<file path="config.mk">
export PLATFORM = sky130hd
export DESIGN_NAME = mem_port_arbiter_flat
export DESIGN_NICKNAME = d
export VERILOG_FILES = /design/src/rtl/mem_port_arbiter_pkg.sv /design/src/rtl/mem_port_arbiter_if.sv /design/src/rtl/mem_port_arbiter_lat_counter.sv /design/src/rtl/mem_port_arbiter.sv /design/src/flat_wrapper.sv
export SDC_FILE = /design/constraint.sdc
export NUM_CORES = 1
export LEC_CHECK = 0
export CAP_MARGIN = 20
export CORE_AREA = 2 2 202 204
export CTS_CLUSTER_DIAMETER = 60
export CTS_CLUSTER_SIZE = 16
export DETAILED_ROUTE_END_ITERATION = 8
export DIE_AREA = 0 0 204 206
export PLACE_DENSITY = 0.54
export SYNTH_ARGS = -nofsm -noshare
export SYNTH_HDL_FRONTEND = slang
export SYNTH_SLANG_ARGS = --single-unit
</file>
<file path="constraint.sdc">
create_clock -name clk -period 2.6 [get_ports clk]
set_input_delay 0.39 -clock clk [delete_from_list [all_inputs] [get_ports clk]]
set_output_delay 0.39 -clock clk [all_outputs]
set_load 0.02 [all_outputs]
</file>
<file path="src/rtl/mem_port_arbiter_pkg.sv">
`default_nettype none
//============================================================================
// Module : cpu_arb_pkg
// Brief  : Shared types and default widths for the unified memory port arbiter.
// Rev    : 1.0
//============================================================================
package cpu_arb_pkg;

    localparam int C_ADDR_W   = 64;
    localparam int C_DATA_W   = 64;
    localparam int C_LAT      = 2;
    localparam int C_MAX_WAIT = 3;

    typedef enum logic [1:0] {
        ARB_IDLE = 2'd0,
        ARB_WAIT = 2'd1,
        ARB_RESP = 2'd2
    } arb_state_t;

    typedef enum logic {
        OWN_IF = 1'b0,
        OWN_D  = 1'b1
    } owner_t;

endpackage
`default_nettype wire

</file>
<file path="src/rtl/mem_port_arbiter_if.sv">
`default_nettype none
//============================================================================
// Module : mem_port_arbiter_if
// Brief  : Fetch, data and memory-side signals of the shared memory port.
// Rev    : 1.0
//============================================================================
interface mem_port_arbiter_if #(
    parameter int ADDR_W = cpu_arb_pkg::C_ADDR_W,
    parameter int DATA_W = cpu_arb_pkg::C_DATA_W
) ();

    logic              if_req;
    logic [ADDR_W-1:0] if_addr;
    logic              if_flush;
    logic              if_rvalid;
    logic [DATA_W-1:0] if_rdata;

    logic              d_req;
    logic              d_we;
    logic [ADDR_W-1:0] d_addr;
    logic [DATA_W-1:0] d_wdata;
    logic              d_rvalid;
    logic [DATA_W-1:0] d_rdata;

    logic              stall_if;
    logic              stall_d;

    logic              mem_en;
    logic              mem_we;
    logic [ADDR_W-1:0] mem_addr;
    logic [DATA_W-1:0] mem_wdata;
    logic [DATA_W-1:0] mem_rdata;

    // Requesters and the memory model together form the environment side.
    modport master (
        output if_req, if_addr, if_flush,
        output d_req, d_we, d_addr, d_wdata,
        output mem_rdata,
        input  if_rvalid, if_rdata, d_rvalid, d_rdata,
        input  stall_if, stall_d,
        input  mem_en, mem_we, mem_addr, mem_wdata
    );

    modport slave (
        input  if_req, if_addr, if_flush,
        input  d_req, d_we, d_addr, d_wdata,
        input  mem_rdata,
        output if_rvalid, if_rdata, d_rvalid, d_rdata,
        output stall_if, stall_d,
        output mem_en, mem_we, mem_addr, mem_wdata
    );

endinterface
`default_nettype wire

</file>
<file path="src/rtl/mem_port_arbiter_lat_counter.sv">
`default_nettype none
//============================================================================
// Module : lat_counter
// Brief  : Loadable down-counter timing the fixed memory read latency.
// Rev    : 1.0
//============================================================================
module lat_counter #(
    parameter int LAT = 2
) (
    input  logic clk,
    input  logic rst,
    input  logic load,
    output logic last
);

    localparam int             CNT_W  = $clog2(LAT + 1);
    localparam logic [CNT_W-1:0] C_LOAD = CNT_W'(LAT);
    localparam logic [CNT_W-1:0] C_ONE  = CNT_W'(1);

    logic [CNT_W-1:0] r_cnt;

    always_ff @(posedge clk) begin
        if (!rst) begin
            r_cnt <= '0;
        end else if (load) begin
            r_cnt <= C_LOAD;
        end else if (r_cnt != '0) begin
            r_cnt <= r_cnt - C_ONE;
        end
    end

    assign last = (r_cnt == C_ONE);

endmodule
`default_nettype wire

</file>
<file path="src/rtl/mem_port_arbiter.sv">
`default_nettype none
//============================================================================
// Module : mem_port_arbiter
// Brief  : Grants a single-ported memory to fetch or data, D first, with a
//          starvation guard for fetch and per-requester stall outputs.
// Rev    : 1.0
//============================================================================
module mem_port_arbiter
    import cpu_arb_pkg::*;
#(
    parameter int ADDR_W   = cpu_arb_pkg::C_ADDR_W,
    parameter int DATA_W   = cpu_arb_pkg::C_DATA_W,
    parameter int LAT      = cpu_arb_pkg::C_LAT,
    parameter int MAX_WAIT = cpu_arb_pkg::C_MAX_WAIT
) (
    input  logic              clk,
    input  logic              rst,
    mem_port_arbiter_if.slave bus
);

    localparam int                WAIT_W         = $clog2(MAX_WAIT + 1);
    localparam logic [WAIT_W-1:0] C_MAX_WAIT_CNT = WAIT_W'(MAX_WAIT);
    localparam logic [WAIT_W-1:0] C_WAIT_ONE     = WAIT_W'(1);

    arb_state_t        r_state;
    arb_state_t        w_state_nxt;
    owner_t            r_owner;
    logic              r_cancel;
    logic [WAIT_W-1:0] r_wait_cnt;
    logic [DATA_W-1:0] r_if_rdata;
    logic [DATA_W-1:0] r_d_rdata;

    logic              w_any_req;
    logic              w_grant;
    logic              w_grant_if;
    logic              w_last;
    logic              w_if_resp;
    logic              w_d_resp;
    logic [ADDR_W-1:0] w_mem_addr;

    assign w_any_req  = bus.if_req | bus.d_req;
    // Gating with rst keeps every strobe quiet while reset is held low.
    assign w_grant    = rst & (r_state == ARB_IDLE) & w_any_req;
    assign w_grant_if = bus.if_req & (~bus.d_req | (r_wait_cnt >= C_MAX_WAIT_CNT));

    lat_counter #(
        .LAT (LAT)
    ) u_lat_counter (
        .clk  (clk),
        .rst  (rst),
        .load (w_grant),
        .last (w_last)
    );

    always_ff @(posedge clk) begin
        if (!rst) begin
            r_state <= ARB_IDLE;
        end else begin
            r_state <= w_state_nxt;
        end
    end

    always_comb begin
        w_state_nxt   = r_state;
        w_mem_addr    = '0;
        bus.mem_en    = w_grant;
        bus.mem_we    = 1'b0;
        bus.mem_wdata = '0;
        case (r_state)
            ARB_IDLE: if (w_any_req) w_state_nxt = ARB_WAIT;
            ARB_WAIT: if (w_last)    w_state_nxt = ARB_RESP;
            ARB_RESP: w_state_nxt = ARB_IDLE;
            default:  w_state_nxt = ARB_IDLE;
        endcase
        if (w_grant) begin
            if (w_grant_if) begin
                w_mem_addr = bus.if_addr;
            end else begin
                w_mem_addr    = bus.d_addr;
                bus.mem_we    = bus.d_we;
                bus.mem_wdata = bus.d_wdata;
            end
        end
        bus.mem_addr = w_mem_addr;
    end

    always_ff @(posedge clk) begin
        if (!rst) begin
            r_owner    <= OWN_IF;
            r_cancel   <= 1'b0;
            r_wait_cnt <= '0;
            r_if_rdata <= '0;
            r_d_rdata  <= '0;
        end else begin
            if (w_grant) begin
                r_owner  <= w_grant_if ? OWN_IF : OWN_D;
                r_cancel <= 1'b0;
                if (w_grant_if) begin
                    r_wait_cnt <= '0;
                end else if (bus.if_req && (r_wait_cnt != C_MAX_WAIT_CNT)) begin
                    r_wait_cnt <= r_wait_cnt + C_WAIT_ONE;
                end
            end
            // The memory access itself runs to completion; only the response is dropped.
            if ((r_owner == OWN_IF) && (r_state != ARB_IDLE) && bus.if_flush) begin
                r_cancel <= 1'b1;
            end
            if ((r_state == ARB_WAIT) && w_last) begin
                if (r_owner == OWN_IF) begin
                    r_if_rdata <= bus.mem_rdata;
                end else begin
                    r_d_rdata  <= bus.mem_rdata;
                end
            end
        end
    end

    assign w_if_resp = rst & (r_state == ARB_RESP) & (r_owner == OWN_IF)
                     & ~r_cancel & ~bus.if_flush & bus.if_req;
    assign w_d_resp  = rst & (r_state == ARB_RESP) & (r_owner == OWN_D) & bus.d_req;

    assign bus.if_rvalid = w_if_resp;
    assign bus.d_rvalid  = w_d_resp;
    assign bus.if_rdata  = r_if_rdata;
    assign bus.d_rdata   = r_d_rdata;
    assign bus.stall_if  = bus.if_req & ~w_if_resp;
    assign bus.stall_d   = bus.d_req & ~w_d_resp;

endmodule
`default_nettype wire

</file>
<file path="src/flat_wrapper.sv">
// flat-port wrapper written by rule: the top's interface ports become plain ports
module mem_port_arbiter_flat import cpu_arb_pkg::*;
#(
    parameter int ADDR_W   = cpu_arb_pkg::C_ADDR_W,
    parameter int DATA_W   = cpu_arb_pkg::C_DATA_W,
    parameter int LAT      = cpu_arb_pkg::C_LAT,
    parameter int MAX_WAIT = cpu_arb_pkg::C_MAX_WAIT
)
  (clk, rst, bus_if_req, bus_if_addr, bus_if_flush, bus_d_req, bus_d_we, bus_d_addr, bus_d_wdata, bus_mem_rdata, bus_if_rvalid, bus_if_rdata, bus_d_rvalid, bus_d_rdata, bus_stall_if, bus_stall_d, bus_mem_en, bus_mem_we, bus_mem_addr, bus_mem_wdata);
  mem_port_arbiter_if #(.ADDR_W(ADDR_W), .DATA_W(DATA_W)) bus_i ();
  input  logic clk;
  input  logic rst;
  input wire logic [$bits(bus_i.if_req)-1:0] bus_if_req;
  input wire logic [$bits(bus_i.if_addr)-1:0] bus_if_addr;
  input wire logic [$bits(bus_i.if_flush)-1:0] bus_if_flush;
  input wire logic [$bits(bus_i.d_req)-1:0] bus_d_req;
  input wire logic [$bits(bus_i.d_we)-1:0] bus_d_we;
  input wire logic [$bits(bus_i.d_addr)-1:0] bus_d_addr;
  input wire logic [$bits(bus_i.d_wdata)-1:0] bus_d_wdata;
  input wire logic [$bits(bus_i.mem_rdata)-1:0] bus_mem_rdata;
  output wire logic [$bits(bus_i.if_rvalid)-1:0] bus_if_rvalid;
  output wire logic [$bits(bus_i.if_rdata)-1:0] bus_if_rdata;
  output wire logic [$bits(bus_i.d_rvalid)-1:0] bus_d_rvalid;
  output wire logic [$bits(bus_i.d_rdata)-1:0] bus_d_rdata;
  output wire logic [$bits(bus_i.stall_if)-1:0] bus_stall_if;
  output wire logic [$bits(bus_i.stall_d)-1:0] bus_stall_d;
  output wire logic [$bits(bus_i.mem_en)-1:0] bus_mem_en;
  output wire logic [$bits(bus_i.mem_we)-1:0] bus_mem_we;
  output wire logic [$bits(bus_i.mem_addr)-1:0] bus_mem_addr;
  output wire logic [$bits(bus_i.mem_wdata)-1:0] bus_mem_wdata;
  assign bus_i.if_req = bus_if_req;
  assign bus_i.if_addr = bus_if_addr;
  assign bus_i.if_flush = bus_if_flush;
  assign bus_i.d_req = bus_d_req;
  assign bus_i.d_we = bus_d_we;
  assign bus_i.d_addr = bus_d_addr;
  assign bus_i.d_wdata = bus_d_wdata;
  assign bus_i.mem_rdata = bus_mem_rdata;
  assign bus_if_rvalid = bus_i.if_rvalid;
  assign bus_if_rdata = bus_i.if_rdata;
  assign bus_d_rvalid = bus_i.d_rvalid;
  assign bus_d_rdata = bus_i.d_rdata;
  assign bus_stall_if = bus_i.stall_if;
  assign bus_stall_d = bus_i.stall_d;
  assign bus_mem_en = bus_i.mem_en;
  assign bus_mem_we = bus_i.mem_we;
  assign bus_mem_addr = bus_i.mem_addr;
  assign bus_mem_wdata = bus_i.mem_wdata;
  mem_port_arbiter #(.ADDR_W(ADDR_W), .DATA_W(DATA_W), .LAT(LAT), .MAX_WAIT(MAX_WAIT)) u_core (.clk(clk), .rst(rst), .bus(bus_i));
endmodule
</file>
; ---- Yosys cells after proc, flatten, opt, wreduce, memory -nomap -nowiden
; Index checks and enable logic that the tools add are counted.
[totals]
in_bits = 262
reg_bits = 136
out_inout_bits = 262
word_cells = 69
[classes]
addsub = 2
muxes = 16
reduce_logical = 15
bitwise = 21
n_eq_ne = 6
magnitude_cmp = 1
[ops]
columns = cell, n
row1 = 64-bit 2-to-1 mux, 4
row2 = 1-bit AND, 12
row3 = 2-bit 2-to-1 mux, 6
row4 = 2-bit nonzero test, 5
row5 = 2-bit AND reduction, 4
row6 = 1-bit inverter, 7
row7 = 1-bit 2-to-1 mux, 5
row8 = 2-bit by 1-bit equality test with 1-bit output (second input constant), 2
row9 = 1-bit logical AND, 4
row10 = 2-bit by 1-bit != test with 1-bit output (second input constant), 2
row11 = 2-bit one-hot mux with 2 select lines, 1
row12 = 2-bit by 1-bit adder with 2-bit output (second input constant), 1
row13 = 2-bit equality test (second input constant), 1
row14 = 2-bit >= comparator (second input constant), 1
row15 = 2-bit zero test, 1
row16 = 2-bit != test (second input constant), 1
row17 = 1-bit OR, 2
row18 = 2-bit OR reduction, 1
row19 = 2-bit by 1-bit subtractor with 2-bit output (second input constant), 1

; ---- Logic depth before layout (Yosys ltp)
[logic_depth]
word_depth = 8
ltp_mapped = 6
ltp_nobuf = 4

; ---- By module
; From an unflattened synthesis, not the netlist that was laid out.
[unflattened]
hier_cells = 846
area_unflattened_um2 = 6284.8
[by_module_without_submodules]
columns = module, seq_area_each_um2, cells_per_inst, instances, area_each_um2
row1 = mem_port_arbiter, 2682.6, 840, 1, 6214.7
row2 = lat_counter, 40.0, 6, 1, 70.1

; ---- Worst setup path after synthesis
; Ideal clock, no wire load.
[synth_path]
kind = input -> output
startpoint = input port bus_if_req
endpoint = output port bus_mem_addr[54]
n_path_buf = 3
required_time_ns = 2.210
path_stages = 6
slack_ns = 0.679
arrival_time_ns = 1.531
cell_sequence = buf_2 > inv_2 > clkbuf_1 > clkbuf_1 > o21ai_0 > a21oi_1
[synth_between]
elab_chain_cells = 3
elab_cells_between_ends = 5
cone_classes = mux (2) / bitwise (3)
[synth_rtl]
columns = element, line_no
row1 = start: declaration, flat_wrapper.sv:13  ; input wire logic [$bits(bus_i.if_req)-1:0] bus_if_req;
row2 = 1-bit AND / 1-bit OR (equally long branches), "mem_port_arbiter.sv:44, mem_port_arbiter.sv:41"
row3 = 64-bit 2-to-1 mux / 1-bit AND (equally long branches), "mem_port_arbiter.sv:76, mem_port_arbiter.sv:43"
row4 = 64-bit 2-to-1 mux (*), mem_port_arbiter.sv:75  ; if (w_grant) begin
row5 = end: declaration, flat_wrapper.sv:29  ; output wire logic [$bits(bus_i.mem_addr)-1:0] bus_mem_addr;
; Every way passes the cells marked *; elsewhere a longest branch is shown, timed or not.

; ---- Worst setup path in the final report
[layout_path]
startpoint = input port bus_d_req
endpoint = output port bus_mem_en
[layout_between]
elab_chain_cells = 2
[layout_rtl]
columns = element, line_no
row1 = start: declaration, flat_wrapper.sv:16  ; input wire logic [$bits(bus_i.d_req)-1:0] bus_d_req;
row2 = 1-bit OR, mem_port_arbiter.sv:41  ; assign w_any_req = bus.if_req | bus.d_req;
row3 = 1-bit AND, mem_port_arbiter.sv:43  ; assign w_grant = rst & (r_state == ARB_IDLE) & w_any_req;
row4 = end: declaration, flat_wrapper.sv:27  ; output wire logic [$bits(bus_i.mem_en)-1:0] bus_mem_en;
; No other way between the ends.

==> metrics.txt <==
# TYPE chip_impl_metric gauge
chip_impl_metric{name="place_inst",unit=""} 1829
chip_impl_metric{name="setup_viol_count_final",unit=""} 0
chip_impl_metric{name="final_antenna_net_count",unit=""} 0
chip_impl_metric{name="postLayoutCellArea",unit="um2"} 12900
chip_impl_metric{name="ios",unit=""} 524
chip_impl_metric{name="cts.hold.buffers_added",unit=""} 0
chip_impl_metric{name="vias_in_the_first_global_route",unit=""} 7143
chip_impl_metric{name="firstDrtPassIters",unit=""} 5
chip_impl_metric{name="max_cap_viol_count",unit=""} 0
chip_impl_metric{name="clk_transition_reported_paths",unit="ps"} 60
chip_impl_metric{name="gp_congestion",unit=""} 0.784
chip_impl_metric{name="number_of_warnings_printed_during_yosys_synthesis",unit=""} 0
chip_impl_metric{name="grt_start_max_net_pins",unit=""} 196
chip_impl_metric{name="finish.utilization",unit="%"} 32.2
chip_impl_metric{name="post-route-period-util",unit="%"} 97.2
chip_impl_metric{name="slowest_delay",unit="ps"} 610
chip_impl_metric{name="slew_viol_final",unit=""} 0
chip_impl_metric{name="worst_ep_required_time",unit="ps"} 2210
chip_impl_metric{name="dp_hpwl",unit="um"} 23100
chip_impl_metric{name="power.leakage",unit="nW"} 5.35
chip_impl_metric{name="design.core.area",unit="um2"} 40200
chip_impl_metric{name="max_slew_margin",unit="%"} 33.8
chip_impl_metric{name="wl_per_cell",unit="um"} 16.5
chip_impl_metric{name="drtIter0Drc",unit=""} 471
chip_impl_metric{name="grt_antenna_before_repair",unit=""} 0
chip_impl_info{name="setup.worst_path.start_class",value="primary input"} 1
chip_impl_metric{name="initial_utilization",unit="%"} 16.8
chip_impl_metric{name="placed_cell_areas",unit="um2"} 12600
chip_impl_metric{name="layout-area-overhead-vs-synth",unit="%"} 92.0
chip_impl_metric{name="clk-insertion-delay-late",unit="ps"} 430
chip_impl_metric{name="post_drt_via_cell_ratio",unit=""} 4.10
chip_impl_metric{name="worstMarginPinSlew",unit="ps"} 994
chip_impl_metric{name="dieArea",unit="um2"} 42000
chip_impl_info{name="timing.hold.worst.class",value="in -> reg"} 1
chip_impl_metric{name="fp.dieW",unit="um"} 204
chip_impl_metric{name="vias_after_detailed_routing",unit=""} 7633
chip_impl_metric{name="layout_min_cycle_time",unit="ps"} 2530
chip_impl_metric{name="port_buffers",unit=""} 523
chip_impl_metric{name="cellPowerDensity",unit="nW/um2"} 440
chip_impl_info{name="layout.cells.most_common",value="sky130_fd_sc_hd__clkdlybuf4s50_1"} 1
chip_impl_metric{name="diodes",unit=""} 0
chip_impl_metric{name="design_power_total",unit="W"} 0.00568
chip_impl_metric{name="grt_pass1_wl",unit="um"} 43400
chip_impl_metric{name="gr-usage-all-layers",unit="%"} 13.5
chip_impl_info{name="worst_path_max_delay_cell",value="sky130_fd_sc_hd__clkdlybuf4s50_1"} 1
chip_impl_metric{name="grt-ovfl-total",unit=""} 0
chip_impl_metric{name="ys_ff_latch",unit=""} 136
chip_impl_metric{name="mappedNetlistArea",unit="um2"} 6730
chip_impl_info{name="outcome",value="finished clean"} 1
chip_impl_metric{name="instance_count_of_the_mapped_netlist",unit=""} 831
chip_impl_metric{name="final_cells",unit=""} 1861
chip_impl_metric{name="htree_num_levels",unit=""} 4
chip_impl_info{name="cts_tree",value="built"} 1
chip_impl_metric{name="worst_ir_drop_vdd",unit="mV"} 0.434
chip_impl_info{name="root_buffer",value="sky130_fd_sc_hd__clkbuf_16"} 1
chip_impl_metric{name="detail_route.drc_violations",unit=""} 0
chip_impl_metric{name="hold_violations",unit=""} 0
chip_impl_metric{name="synth.avg_cell_area",unit="um2"} 8.10
chip_impl_info{name="worstSetupPathType",value="in -> out"} 1
chip_impl_metric{name="worstPathMaxFanout",unit=""} 34
chip_impl_metric{name="die-height",unit="um"} 206
chip_impl_metric{name="syn_nets",unit=""} 1094
chip_impl_info{name="most-common-layout-cells",value="sky130_fd_sc_hd__clkdlybuf4s50_1, sky130_fd_sc_hd__nand2_1, sky130_fd_sc_hd__dfxtp_1"} 1
chip_impl_info{name="flip_flop_cell_with_the_highest_count_after_synthesis",value="sky130_fd_sc_hd__dfxtp_1"} 1
chip_impl_metric{name="cts_buffer_depth",unit=""} 2
chip_impl_metric{name="clock.fmax",unit="MHz"} 396
chip_impl_metric{name="cts.repair.resized",unit=""} 129
chip_impl_metric{name="timing.setup.tns",unit="ps"} 0
chip_impl_metric{name="synth_edf_count",unit=""} 0
chip_impl_info{name="crit_path_cell_trace",value="clkdlybuf4s50_1 -> nor2_1 -> nand3b_1 -> buf_12 -> buf_4 -> inv_1 -> dlygate4sd2_1"} 1
chip_impl_metric{name="timing.clock.skew",unit="ps"} 16.9
chip_impl_metric{name="netlist-cell-type-count",unit=""} 36
chip_impl_info{name="end_kind",value="primary output"} 1
chip_impl_metric{name="cts_setup_buffers",unit=""} 0
chip_impl_metric{name="fp-row-count",unit=""} 74
chip_impl_metric{name="final_net_count",unit=""} 1579
chip_impl_metric{name="sequential_share_of_the_synthesized_area",unit="%"} 40.4
chip_impl_metric{name="critPathArrivalTime",unit="ps"} 2140
chip_impl_metric{name="detail_route.wirelength",unit="um"} 30800
chip_impl_metric{name="share_of_cells_above_drive_strength_1",unit="%"} 7.45
chip_impl_metric{name="postSynth.asyncResetShare",unit="%"} 0
chip_impl_metric{name="cts-buffers-inserted",unit=""} 17
chip_impl_metric{name="clock_sinks",unit=""} 136
==> power breakdown <==
group | internal (W) | leakage (nW) | switching [W]
registers | 0.00211 | 1.10 | 0.0000231
logic | 0.000644 | 3.98 | 0.000593
clock network | 0.00132 | 0.270 | 0.000993
==> layer usage <==
layer | routed length, um | vias up | global-route usage [%]
met5 | 0 | - | 0
met4 | 453 | 0 | 4.09
met3 | 3180 | 21 | 5.49
met2 | 15000 | 357 | 22.6
met1 | 12200 | 3490 | 15.9
li1 | - | 3765 | -
==> cell usage after synthesis (2+ instances only) <==
| master | count | area share (%) |
|---|---|---|
| sky130_fd_sc_hd__clkbuf_1 | 43 | 2.4 |
| sky130_fd_sc_hd__a21boi_0 | 2 | 0.22 |
| sky130_fd_sc_hd__o21ai_0 | 64 | 4.8 |
| sky130_fd_sc_hd__inv_1 | 3 | 0.17 |
| sky130_fd_sc_hd__a21oi_1 | 64 | 4.8 |
| sky130_fd_sc_hd__buf_4 | 6 | 0.67 |
| sky130_fd_sc_hd__nor2_1 | 3 | 0.17 |
| sky130_fd_sc_hd__nand3_1 | 65 | 4.8 |
| sky130_fd_sc_hd__nand2_1 | 198 | 11 |
| sky130_fd_sc_hd__buf_2 | 15 | 1.1 |
| sky130_fd_sc_hd__dfxtp_1 | 136 | 40 |
| sky130_fd_sc_hd__clkbuf_2 | 4 | 0.30 |
| sky130_fd_sc_hd__buf_6 | 7 | 1.2 |
| sky130_fd_sc_hd__and2_1 | 68 | 6.3 |
| sky130_fd_sc_hd__buf_1 | 4 | 0.22 |
| sky130_fd_sc_hd__mux2i_1 | 128 | 19 |
| sky130_fd_sc_hd__nand2b_1 | 2 | 0.19 |
==> path summary, 6_finish.rpt <==
kind                                 from                      end  slack [ps]  cells past startpoint
setup / recovery                bus_d_req               bus_mem_en          70                      7
hold / removal                        rst     u_core.r_wait_cnt[1]         250                      2
setup reg to reg        u_core.r_state[0]  u_core.bus.if_rdata[41]         820                      4
hold reg to reg   u_core.bus.if_rdata[15]  u_core.bus.if_rdata[15]         460                      2
==> sequential cells by signal, indices dropped and copies added (netlist names) <==
name,count
u_core.bus.d_rdata,64
u_core.bus.if_rdata,64
u_core.r_state,2
u_core.r_wait_cnt,2
u_core.u_lat_counter.r_cnt,2
u_core.r_cancel,1
u_core.r_owner,1
==> cells by family after synthesis <==
family,after synthesis,synth area share [%]
flip-flops,136,40.4
AND/OR/NAND/NOR,349,24.1
multiplexers,128,19.0
AO/OA/AOI/OAI,134,10.2
adder cells (fa/ha/maj),1,0.186
buffers and inverters,83,6.09
==> stage by stage <==
stage,hold slack (ps),worst slack (ps)
finish,252,74.0
global route,231,-5.33
CTS,207,6.01
detailed placement,445,-244
global placement,440,-205
floorplan,431,679
==> worst max-delay path, delay by kind of cell <==
family	cells	cell delay, ps
buffers and inverters	5	1370
and+or+nand+nor	2	370
==> layout make-up <==
| cell class | count | area [um2] |
|---|---|---|
| flip-flops and latches | 136 | 2720 |
| fillers | 4242 | 27300 |
| multi-input cells | 612 | 3640 |
| clock buffers | 18 | 429 |
| well taps | 532 | 666 |
| clock inverters | 14 | 126 |
| inverters | 4 | 15.0 |
| repair buffers | 545 | 5330 |
Note: power is estimated with default switching activity, not from simulation.
